<file path="config.mk">
export PLATFORM = sky130hd
export DESIGN_NAME = huff_bit_packer
export DESIGN_NICKNAME = d
export VERILOG_FILES = /design/src/rtl/huff_pkg.sv /design/src/rtl/huff_bit_packer_merge.sv /design/src/rtl/huff_bit_packer.sv
export SDC_FILE = /design/constraint.sdc
export NUM_CORES = 1
export LEC_CHECK = 0
export ABC_CLOCK_PERIOD_IN_PS = 8200
export CORE_MARGIN = 2
export CORE_UTILIZATION = 35
export CTS_CLUSTER_DIAMETER = 60
export DETAILED_ROUTE_END_ITERATION = 8
export PLACE_DENSITY = 0.61
export SLEW_MARGIN = 20
export SYNTH_ARGS = -nofsm -noshare
export SYNTH_HDL_FRONTEND = slang
export SYNTH_SLANG_ARGS = --single-unit
</file>
<file path="constraint.sdc">
create_clock -name clk -period 8.2 [get_ports clk]
set_clock_uncertainty 0.05 [all_clocks]
set_input_delay 1.64 -clock clk [delete_from_list [all_inputs] [get_ports clk]]
set_output_delay 1.64 -clock clk [all_outputs]
set_load 0.05 [all_outputs]
</file>
<file path="src/rtl/huff_pkg.sv">
// Shared definitions for the Huffman/LZ77 bit packer family: FSM state
// encodings, default widths and the parameter legality check.
package huff_pkg;

    // FSM states, kept as plain constants so older tools and checkers bind cleanly
    typedef logic [1:0] state_t;
    localparam state_t ST_RUN   = 2'd0;  // accepting codes
    localparam state_t ST_FLUSH = 2'd1;  // draining buffered bits, no input
    localparam state_t ST_END   = 2'd2;  // one-cycle clear, then back to RUN

    localparam int DEF_OUT_W = 64;
    localparam int BYTES_W   = $clog2(DEF_OUT_W / 8) + 1;

    // The accumulator must hold a full output word plus one worst-case code,
    // otherwise a stalled output could block the input forever.
    function automatic bit widths_legal(input int in_w, input int out_w, input int acc_w);
        return (acc_w >= out_w + in_w) && (out_w > 0) && (out_w % 8 == 0) && (in_w > 0);
    endfunction

endpackage

</file>
<file path="src/rtl/huff_bit_packer_merge.sv">
// bit_merge_unit: masks a code to its length and ORs it into an accumulator
// at an arbitrary bit offset. Purely combinational.
module bit_merge_unit
    import huff_pkg::*;
#(
    parameter int IN_W  = 32,
    parameter int LEN_W = 6,
    parameter int ACC_W = 128,
    parameter int OFF_W = $clog2(ACC_W + 1)
) (
    input  logic [ACC_W-1:0] acc_in,
    input  logic [IN_W-1:0]  code,
    input  logic [LEN_W-1:0] len,     // already clamped to 0..IN_W
    input  logic [OFF_W-1:0] offset,
    output logic [ACC_W-1:0] acc_out
);

    logic [IN_W:0]    one_hot;
    logic [IN_W-1:0]  mask;
    logic [ACC_W-1:0] code_ext;

    // Build (1<<len)-1 one bit wider so len==IN_W yields all ones, then merge
    always_comb begin
        one_hot  = (IN_W + 1)'(1) << len;
        mask     = IN_W'(one_hot - (IN_W + 1)'(1));
        code_ext = ACC_W'(code & mask);
        acc_out  = acc_in | (code_ext << offset);
    end

endmodule

</file>
<file path="src/rtl/huff_bit_packer.sv">
// huff_bit_packer: packs variable-length codes LSB-first into an accumulator
// and emits fixed-width words; on end-of-stream flushes a zero-padded final
// word with its byte count.
//
// Handshakes: a transfer happens on a rising clk edge where valid and ready
// are both 1. valid never waits for ready; once out_valid is high the word
// (out_data/out_bytes/out_last) holds until it is taken, because new codes
// only land at bit positions >= fill >= OUT_W.
module huff_bit_packer
    import huff_pkg::*;
#(
    parameter int IN_W  = 32,
    parameter int LEN_W = 6,
    parameter int OUT_W = DEF_OUT_W,
    parameter int ACC_W = 128,
    parameter int CNT_W = 32
) (
    input  logic                          clk,
    input  logic                          reset,
    input  logic                          in_valid,
    output logic                          in_ready,
    input  logic [IN_W-1:0]               in_data,
    input  logic [LEN_W-1:0]              in_len,
    input  logic                          in_last,
    output logic                          out_valid,
    input  logic                          out_ready,
    output logic [OUT_W-1:0]              out_data,
    output logic [$clog2(OUT_W/8):0]      out_bytes,
    output logic                          out_last,
    output logic [CNT_W-1:0]              bit_count,
    output logic [1:0]                    dbg_state,
    output logic [$clog2(ACC_W+1)-1:0]    dbg_fill
);

    localparam int FILL_W = $clog2(ACC_W + 1);
    localparam int BYTE_W = $clog2(OUT_W / 8) + 1;

    if (!widths_legal(IN_W, OUT_W, ACC_W)) begin : g_bad_widths
        $error("huff_bit_packer: ACC_W must be >= OUT_W + IN_W and OUT_W a multiple of 8");
    end

    state_t             state;
    logic [ACC_W-1:0]   acc;
    logic [FILL_W-1:0]  fill;

    logic [LEN_W-1:0]   len_c;
    logic               accept;
    logic               deliver;
    logic               final_word;
    logic [FILL_W-1:0]  fill_dec;
    logic [FILL_W-1:0]  merge_off;
    logic [ACC_W-1:0]   acc_base;
    logic [ACC_W-1:0]   acc_merged;
    logic [FILL_W-1:0]  fill_nxt;

    // Handshake decode and next-fill arithmetic
    always_comb begin
        len_c      = (in_len > LEN_W'(IN_W)) ? LEN_W'(IN_W) : in_len;
        in_ready   = reset && (state == ST_RUN) && (fill <= FILL_W'(ACC_W - IN_W));
        out_valid  = reset && ((fill >= FILL_W'(OUT_W)) || (state == ST_FLUSH));
        accept     = in_valid && in_ready;
        deliver    = out_valid && out_ready;
        final_word = (state == ST_FLUSH) && (fill <= FILL_W'(OUT_W));
        fill_dec   = (fill >= FILL_W'(OUT_W)) ? fill - FILL_W'(OUT_W) : '0;
        merge_off  = deliver ? fill_dec : fill;
        acc_base   = deliver ? (acc >> OUT_W) : acc;
        fill_nxt   = (deliver ? fill_dec : fill) + (accept ? FILL_W'(len_c) : '0);
    end

    bit_merge_unit #(
        .IN_W  (IN_W),
        .LEN_W (LEN_W),
        .ACC_W (ACC_W),
        .OFF_W (FILL_W)
    ) u_merge (
        .acc_in  (acc_base),
        .code    (in_data),
        .len     (len_c),
        .offset  (merge_off),
        .acc_out (acc_merged)
    );

    // Output word view: full words in RUN and early FLUSH, byte-counted final word
    always_comb begin
        out_data  = acc[OUT_W-1:0];
        out_last  = reset && final_word;
        if (!reset) begin
            out_bytes = '0;
        end else if (final_word) begin
            out_bytes = BYTE_W'(({1'b0, fill} + (FILL_W + 1)'(7)) >> 3);
        end else begin
            out_bytes = BYTE_W'(OUT_W / 8);
        end
        dbg_state = state;
        dbg_fill  = fill;
    end

    // Accumulator, fill level, stream bit counter and FSM
    always_ff @(posedge clk or negedge reset) begin
        if (!reset) begin
            state     <= ST_RUN;
            acc       <= '0;
            fill      <= '0;
            bit_count <= '0;
        end else begin
            case (state)
                ST_RUN: begin
                    acc  <= accept ? acc_merged : acc_base;
                    fill <= fill_nxt;
                    if (accept) begin
                        bit_count <= bit_count + CNT_W'(len_c);
                        if (in_last) state <= ST_FLUSH;
                    end
                end
                ST_FLUSH: begin
                    acc  <= acc_base;
                    fill <= fill_nxt;
                    if (deliver && final_word) state <= ST_END;
                end
                default: begin
                    acc       <= '0;
                    fill      <= '0;
                    bit_count <= '0;
                    state     <= ST_RUN;
                end
            endcase
        end
    end

endmodule
</file>
==> results of run 1 <==
==> cell usage after synthesis, types with 14 or more instances <==
| library cell | count | area, sq um |
|---|---|---|
| nand2_1 | 180 | 675.7 |
| dfrtp_1 | 170 | 4254 |
| o21ai_0 | 105 | 525.5 |
| nor2_1 | 101 | 379.1 |
| a21oi_1 | 90 | 450.4 |
| clkbuf_1 | 88 | 330.3 |
| buf_4 | 64 | 480.5 |
| mux2i_1 | 54 | 540.5 |
| o221ai_1 | 36 | 315.3 |
| a22oi_1 | 33 | 247.7 |
| o211ai_1 | 29 | 217.7 |
| a21o_1 | 27 | 202.7 |
| nand3_1 | 27 | 135.1 |
| nor3_1 | 27 | 135.1 |
| o22ai_1 | 27 | 168.9 |
| xnor2_1 | 27 | 236.5 |
| inv_1 | 25 | 93.84 |
| and3_1 | 20 | 125.1 |
| a211oi_1 | 19 | 142.6 |
| or3_1 | 18 | 112.6 |
| nor2b_1 | 17 | 106.4 |
| o211a_1 | 15 | 150.1 |
| o21a_1 | 15 | 112.6 |
| and2_1 | 14 | 87.58 |
| nor4_1 | 14 | 87.58 |
==> final timing paths <==
path	startpoint	to	slack, ns	cells after the start
worst min register to register	acc[73]$_DFF_PN0_	acc[73]$_DFF_PN0_	0.44	2
worst max register to register	dbg_fill[2]$_DFF_PN0_	acc[32]$_DFF_PN0_	3.42	8
worst max-delay path	in_len[2]	acc[122]$_DFF_PN0_	1.92	12
worst min-delay path	acc[73]$_DFF_PN0_	acc[73]$_DFF_PN0_	0.44	2
max in group asynchronous	reset	acc[74]$_DFF_PN0_	5.71	2
min in group asynchronous	reset	acc[1]$_DFF_PN0_	1.05	1
==> where the power goes <==
group	switching (W)	leakage [nW]	internal (W)
Combinational	0.00237	3.59	0.00102
Clock	0.000393	0.275	0.000411
Sequential	0.000223	2.30	0.00106
Total	0.00299	6.16	0.00250
==> cells by family after synthesis <==
| kind of cell | Yosys count | share of synthesized area |
|---|---|---|
| AO/OA/AOI/OAI | 546 | 0.3024 |
| flip-flops | 170 | 0.3365 |
| adder cells (fa/ha/maj) | 15 | 0.01603 |
| AND/OR/NAND/NOR | 483 | 0.1869 |
| buffers and inverters | 207 | 0.08234 |
| XOR/XNOR | 32 | 0.02217 |
| multiplexers | 65 | 0.05374 |
==> critical path, delay by kind of cell <==
kind | cells | cell delay [ns]
simple gates | 4 | 1.44
buf+inv | 2 | 0.64
compound gates | 5 | 2.24
fa+ha+maj | 1 | 0.54
==> cell type report <==
type	count	area, sq um	share of cell area
Sequential cell	170	4258	0.2900
Clock inverter	13	127.6	0.008691
Inverter	28	105.1	0.007157
Multi-Input combinational cell	1141	7396	0.5037
Timing Repair Buffer	185	1778	0.1211
Clock buffer	19	442.9	0.03016
Tap cell	461	576.8	0.03928
==> metal layers <==
layer | share of wire | global-route usage | up-vias | wire, um
met3 | 0.088 | 0.05375 | 99 | 4382
met2 | 0.46 | 0.4077 | 653 | 22600
met1 | 0.42 | 0.3479 | 6270 | 20730
met5 | 0 | 0 | - | 0
met4 | 0.037 | 0.09708 | 0 | 1858
li1 | - | - | 5696 | -
==> state kept, by name, indices dropped and copies added, names as in the netlist <==
| name | cells |
|---|---|
| acc | 128 |
| dbg_fill | 8 |
| bit_count | 32 |
| dbg_state | 2 |
==> metrics by stage <==
step	setup WS [ns]	hold slack, ns	util	instances	power (W)
4_1_cts	2.035	0.4446	0.4127	2017	0.005415
6_report	1.916	0.4439	0.4128	2017	0.005481
3_5_place_dp	1.582	0.4232	0.3967	1985	0.004608
2_1_floorplan	3.257	0.3978	-	1518	0.003581
5_1_grt	1.629	0.4592	0.4128	2017	0.005730
3_3_place_gp	1.684	0.4192	0.3966	1985	0.004590
==> flow_metrics.py, run 1 <==
metrics = {
    "synth": {
        "async_set_or_reset_flop_fraction_in_the_synthesized_netlist": 1.000,
        "synth-edff-count": 0,
        "synth.yosys.warnings": 0,
        "dominantRegCellSynth": "dfrtp_1",
        "post_synth.cell_area_avg_sq_um": 8.328,
        "synthesis.nets": 1576,
        "postSynthCellCount": 1518,
        "synth.cell_area_sq_um": 12640,
        "number_of_synthesized_register_bits": 170,
        "synth_sequential_area_ratio": 0.3365,
        "unique_cell_type_count_in_the_yosys_netlist": 86,
    },
    "global_route": {
        "largest_net_degree_at_the_start_of_global_routing": 74,
        "first_global_vias": 12246,
        "grt_first_pass_wirelength_um": 75830,
        "track_usage": 0.2583,
        "antenna_found_initial": 0,
        "globalRouteOverflowTotal": 0,
    },
    "sta": {
        "rsz0062_at_grt": "false",
        "relSlewSlack": 0.2303,
        "finalSetupViolations": 0,
        "fin_crit_sh": 0.7664,
        "setup_total_negative_slack_ns": 0,
        "timing.fmax_mhz": 159.1,
        "worst_slew_pin_tran_ns": 1.146,
        "finalHoldViolations": 0,
        "maxSlewViolCount": 0,
        "clock_period_minus_worst_slack_ns": 6.284,
    },
    "route": {
        "drt_drc_violations_left": 0,
        "dr.first_iter.drc_count": 1577,
        "wirelength_um": 49570,
        "dr_total_vias": 12718,
        "drt-pass1-iter-count": 5,
        "route.detailed.vias_per_inst": 6.305,
        "post_drt_wl_per_cell_um": 24.58,
        "detail-route-antenna-nets": 0,
    },
    "critical_path": {
        "timing.critical_path.slowest_cell_delay_ns": 0.68,
        "timing.critical_path.mode_cell": "o21ai_0",
        "worstPathMaxFanout": 35,
        "cp.required_ns": 8.44,
        "crit_path_start_kind": "input port",
        "timing_worst_setup_path_type": "in -> reg",
        "setup.worst_path.end_class": "flop",
        "critPathSlowestCell": "nor4_1",
        "worst_ep_arrival_time_ns": 6.52,
        "crit_path_cell_trace": "clkdlybuf4s50_1, buf_4, nor4_1, nand2_1, ha_1, nor4b_1, or2_2, o21ai_0, a221oi_1, a221o_1, o21ai_0, o221ai_1",
    },
    "die": {
        "area_of_the_die_sq_um": 37660,
        "placementRows": 69,
        "boundaryPins": 156,
        "core_area_sq_um": 35570,
        "dieWidth_um": 194.1,
        "die_y_um": 194.1,
        "initial_util": 0.3554,
    },
    "power": {
        "power.leakage_nw": 6.161,
        "power.density_cell_area_nw_per_um2": 373.3,
        "vdd_ir_drop_max_mv": 0.2066,
    },
    "cts": {
        "clock_sinks": 170,
        "cts_max_level": 4,
        "cts_made_buffers": 17,
        "clock_insertion_delay_worst_skew_ns": 0.44,
        "tritoncts": "done",
        "clk_pin_slew_ns": 0.07,
        "postCtsSetupBuffers": 0,
        "holdBufCountCts": 0,
        "cts-root-buf": "clkbuf_16",
        "ctsLongestPathBuffers": 2,
        "post_cts_resize_count": 0,
    },
    "place": {
        "port-buffer-count": 155,
        "detailed_place_hpwl_um": 35370,
        "routabilityCongestion": 0.9682,
        "place_area_sq_um": 14110,
    },
    "cells_and_area": {
        "post_route_cells_drive_above_1_share": 0.06684,
        "layout_common_cells": "179 x nand2_1, 169 x dfrtp_1, 154 x clkdlybuf4s50_1, 105 x o21ai_0, 100 x nor2_1",
        "mostFrequentLayoutCell": "nand2_1",
        "numnets_final": 1601,
        "num_antenna_cells": 0,
        "area.growth.synth_to_final_pct": 16.15,
        "final_cell_area_sq_um": 14680,
        "final.fill_count": 3650,
    },
    "run_status": {
        "outcome": "finished, final reports clean",
    },
    "hold_path": {
        "timing.hold.worst.class": "reg -> reg",
    },
    "run": {
        "timing.max_cap.violations": 0,
    },
}
Note: power is estimated with default switching activity, not from simulation.
==> inputs of run 2 (changes only) <==
Settings changed: ABC_CLOCK_PERIOD_IN_PS 8200 to 6040.
Clock period 8.2 ns to 6.04 ns, I/O delays scaled along.
==> flow_metrics.py, run 2 (synthesis gave the netlist of run 1 again) <==
metrics = {
    "run_status": {
        "outcome": "finished, final reports clean",
    },
    "power": {
        "power.leakage_nw": 6.301,
        "vdd_ir_drop_max_mv": 0.2574,
        "power.density_cell_area_nw_per_um2": 507.0,
    },
    "global_route": {
        "antenna_found_initial": 0,
        "largest_net_degree_at_the_start_of_global_routing": 75,
        "globalRouteOverflowTotal": 0,
        "first_global_vias": 12137,
        "grt_first_pass_wirelength_um": 76220,
        "track_usage": 0.2592,
    },
    "sta": {
        "maxSlewViolCount": 0,
        "fin_crit_sh": 0.8452,
        "relSlewSlack": 0.2675,
        "finalSetupViolations": 0,
        "timing.fmax_mhz": 195.9,
        "setup_total_negative_slack_ns": 0,
        "rsz0062_at_grt": "false",
        "finalHoldViolations": 0,
        "clock_period_minus_worst_slack_ns": 5.105,
        "worst_slew_pin_tran_ns": 1.090,
        "worst_slack_ns": 0.9351,
    },
    "cells_and_area": {
        "final_core_utilization": 0.4196,
        "mostFrequentLayoutCell": "nand2_1",
        "final.fill_count": 3557,
        "num_antenna_cells": 0,
        "registers.top_by_ff_count": "acc",
        "area.growth.synth_to_final_pct": 18.04,
        "area_taken_by_multi_input_logic_gates_sq_um": 7392,
        "numnets_final": 1628,
        "post_route_cells_drive_above_1_share": 0.08275,
        "final_cell_area_sq_um": 14920,
        "largest_register_ff_count": 128,
        "layout_common_cells": "179 x nand2_1, 169 x dfrtp_1, 154 x clkdlybuf4s50_1, 105 x o21ai_0, 100 x nor2_1",
        "ff_latch_area_sq_um": 4258,
    },
    "cts": {
        "holdBufCountCts": 0,
        "tritoncts": "done",
        "postCtsSetupBuffers": 0,
        "clock_sinks": 170,
        "cts_made_buffers": 17,
        "clock_insertion_delay_worst_skew_ns": 0.45,
        "cts-root-buf": "clkbuf_16",
        "clk_pin_slew_ns": 0.08,
        "cts_max_level": 4,
        "ctsLongestPathBuffers": 2,
        "post_cts_resize_count": 0,
    },
    "critical_path": {
        "cp.required_ns": 6.27,
        "ff_to_ff_setup_slack_ns": 1.43,
        "crit_reg_reg_startpoint": "dbg_fill[2]$_DFF_PN0_",
        "worstPathMaxFanout": 9,
        "crit_path_start_kind": "input port",
        "critPathCapture": "acc[125]$_DFF_PN0_",
        "reg2reg_to": "acc[75]$_DFF_PN0_",
        "worst_ep_arrival_time_ns": 5.34,
        "setup.worst_path.end_class": "flop",
        "r2r.worst_path.cells": 8,
        "critPathLaunch": "in_len[5]",
        "timing_worst_setup_path_type": "in -> reg",
    },
    "route": {
        "drt-pass1-iter-count": 8,
        "detail-route-antenna-nets": 0,
        "dr_total_vias": 12794,
        "post_drt_wl_per_cell_um": 24.40,
        "dr.first_iter.drc_count": 1497,
        "drt_drc_violations_left": 0,
        "wirelength_um": 49880,
        "route.detailed.vias_per_inst": 6.259,
    },
    "die": {
        "placementRows": 69,
        "dieWidth_um": 194.1,
        "core_area_sq_um": 35570,
        "boundaryPins": 156,
        "area_of_the_die_sq_um": 37660,
        "die_y_um": 194.1,
        "initial_util": 0.3554,
    },
    "place": {
        "pre_cts_ws_ns": 0.5739,
        "port-buffer-count": 155,
        "place_area_sq_um": 14310,
        "detailed_place_hpwl_um": 36090,
        "routabilityCongestion": 0.9514,
    },
    "run": {
        "timing.max_cap.violations": 0,
    },
    "hold_path": {
        "timing.hold.worst.class": "reg -> reg",
    },
}
-- run 2: cell types whose count changed in the layout (fill, tap and decap cells not counted), sizes merged --
| cell | change |
|---|---|
| buf | +27 |
| clkinv | +3 |
| inv | -3 |
| clkbuf | -2 |
| bufinv | +1 |
| clkinvlp | +1 |
-- run 2: through the flow --
stage,instances,total power (W),hold slack (ns)
after floorplan,1518,0.004861,0.3978
after global placement,2012,0.006307,0.4196
after detailed placement,2012,0.006328,0.4228
after CTS,2044,0.007488,0.4436
after global routing,2044,0.007928,0.4699
final,2044,0.007566,0.4408
-- run 2: cell type report --
cell class	instances	share of cell area
flip-flops and latches	170	0.2853
multi-input cells	1141	0.4953
clock inverters	15	0.01241
well taps	461	0.03865
clock buffers	17	0.02851
repair buffers	212	0.1327
inverters	28	0.007043
-- run 2: worst min path at each step --
stage	start	endpoint	slack, ns	cells past startpoint
floorplan	acc[86]$_DFF_PN0_	acc[86]$_DFF_PN0_	0.40	2
global placement	acc[113]$_DFF_PN0_	acc[113]$_DFF_PN0_	0.42	2
detailed placement	acc[101]$_DFF_PN0_	acc[101]$_DFF_PN0_	0.42	2
CTS	acc[101]$_DFF_PN0_	acc[101]$_DFF_PN0_	0.44	2
global route	acc[86]$_DFF_PN0_	acc[86]$_DFF_PN0_	0.47	2
finish	acc[127]$_DFF_PN0_	acc[127]$_DFF_PN0_	0.44	2
-- run 2: where the power goes --
group | switching, W | leakage, nW | total [W] | internal (W)
sequential | 0.000283 | 2.30 | 0.00173 | 0.00145
combinational | 0.00323 | 3.71 | 0.00469 | 0.00145
clock | 0.000556 | 0.288 | 0.00115 | 0.000593
total | 0.00407 | 6.30 | 0.00757 | 0.00349
-- run 2: routing by layer --
| layer | vias to the layer above | GRT usage | routed length (um) |
|---|---|---|---|
| met2 | 722 | 0.4061 | 22680 |
| li1 | 5747 | - | - |
| met4 | 0 | 0.08782 | 1577 |
| met3 | 120 | 0.05410 | 4671 |
| met1 | 6205 | 0.3551 | 20950 |
| met5 | - | 0 | 0 |
-- run 2: critical path, stage by stage --
cell and delay (ns):
clkdlybuf4s50_1 0.56, nor4_1 0.32, buf_4 0.19, nand2_1 0.05, ha_1 0.30, nor4b_1 0.22, or2_2 0.31, o21ai_0 0.56
o21ai_0 0.22, a211oi_1 0.62, a21oi_1 0.15, a32oi_1 0.39, o221ai_1 0.22
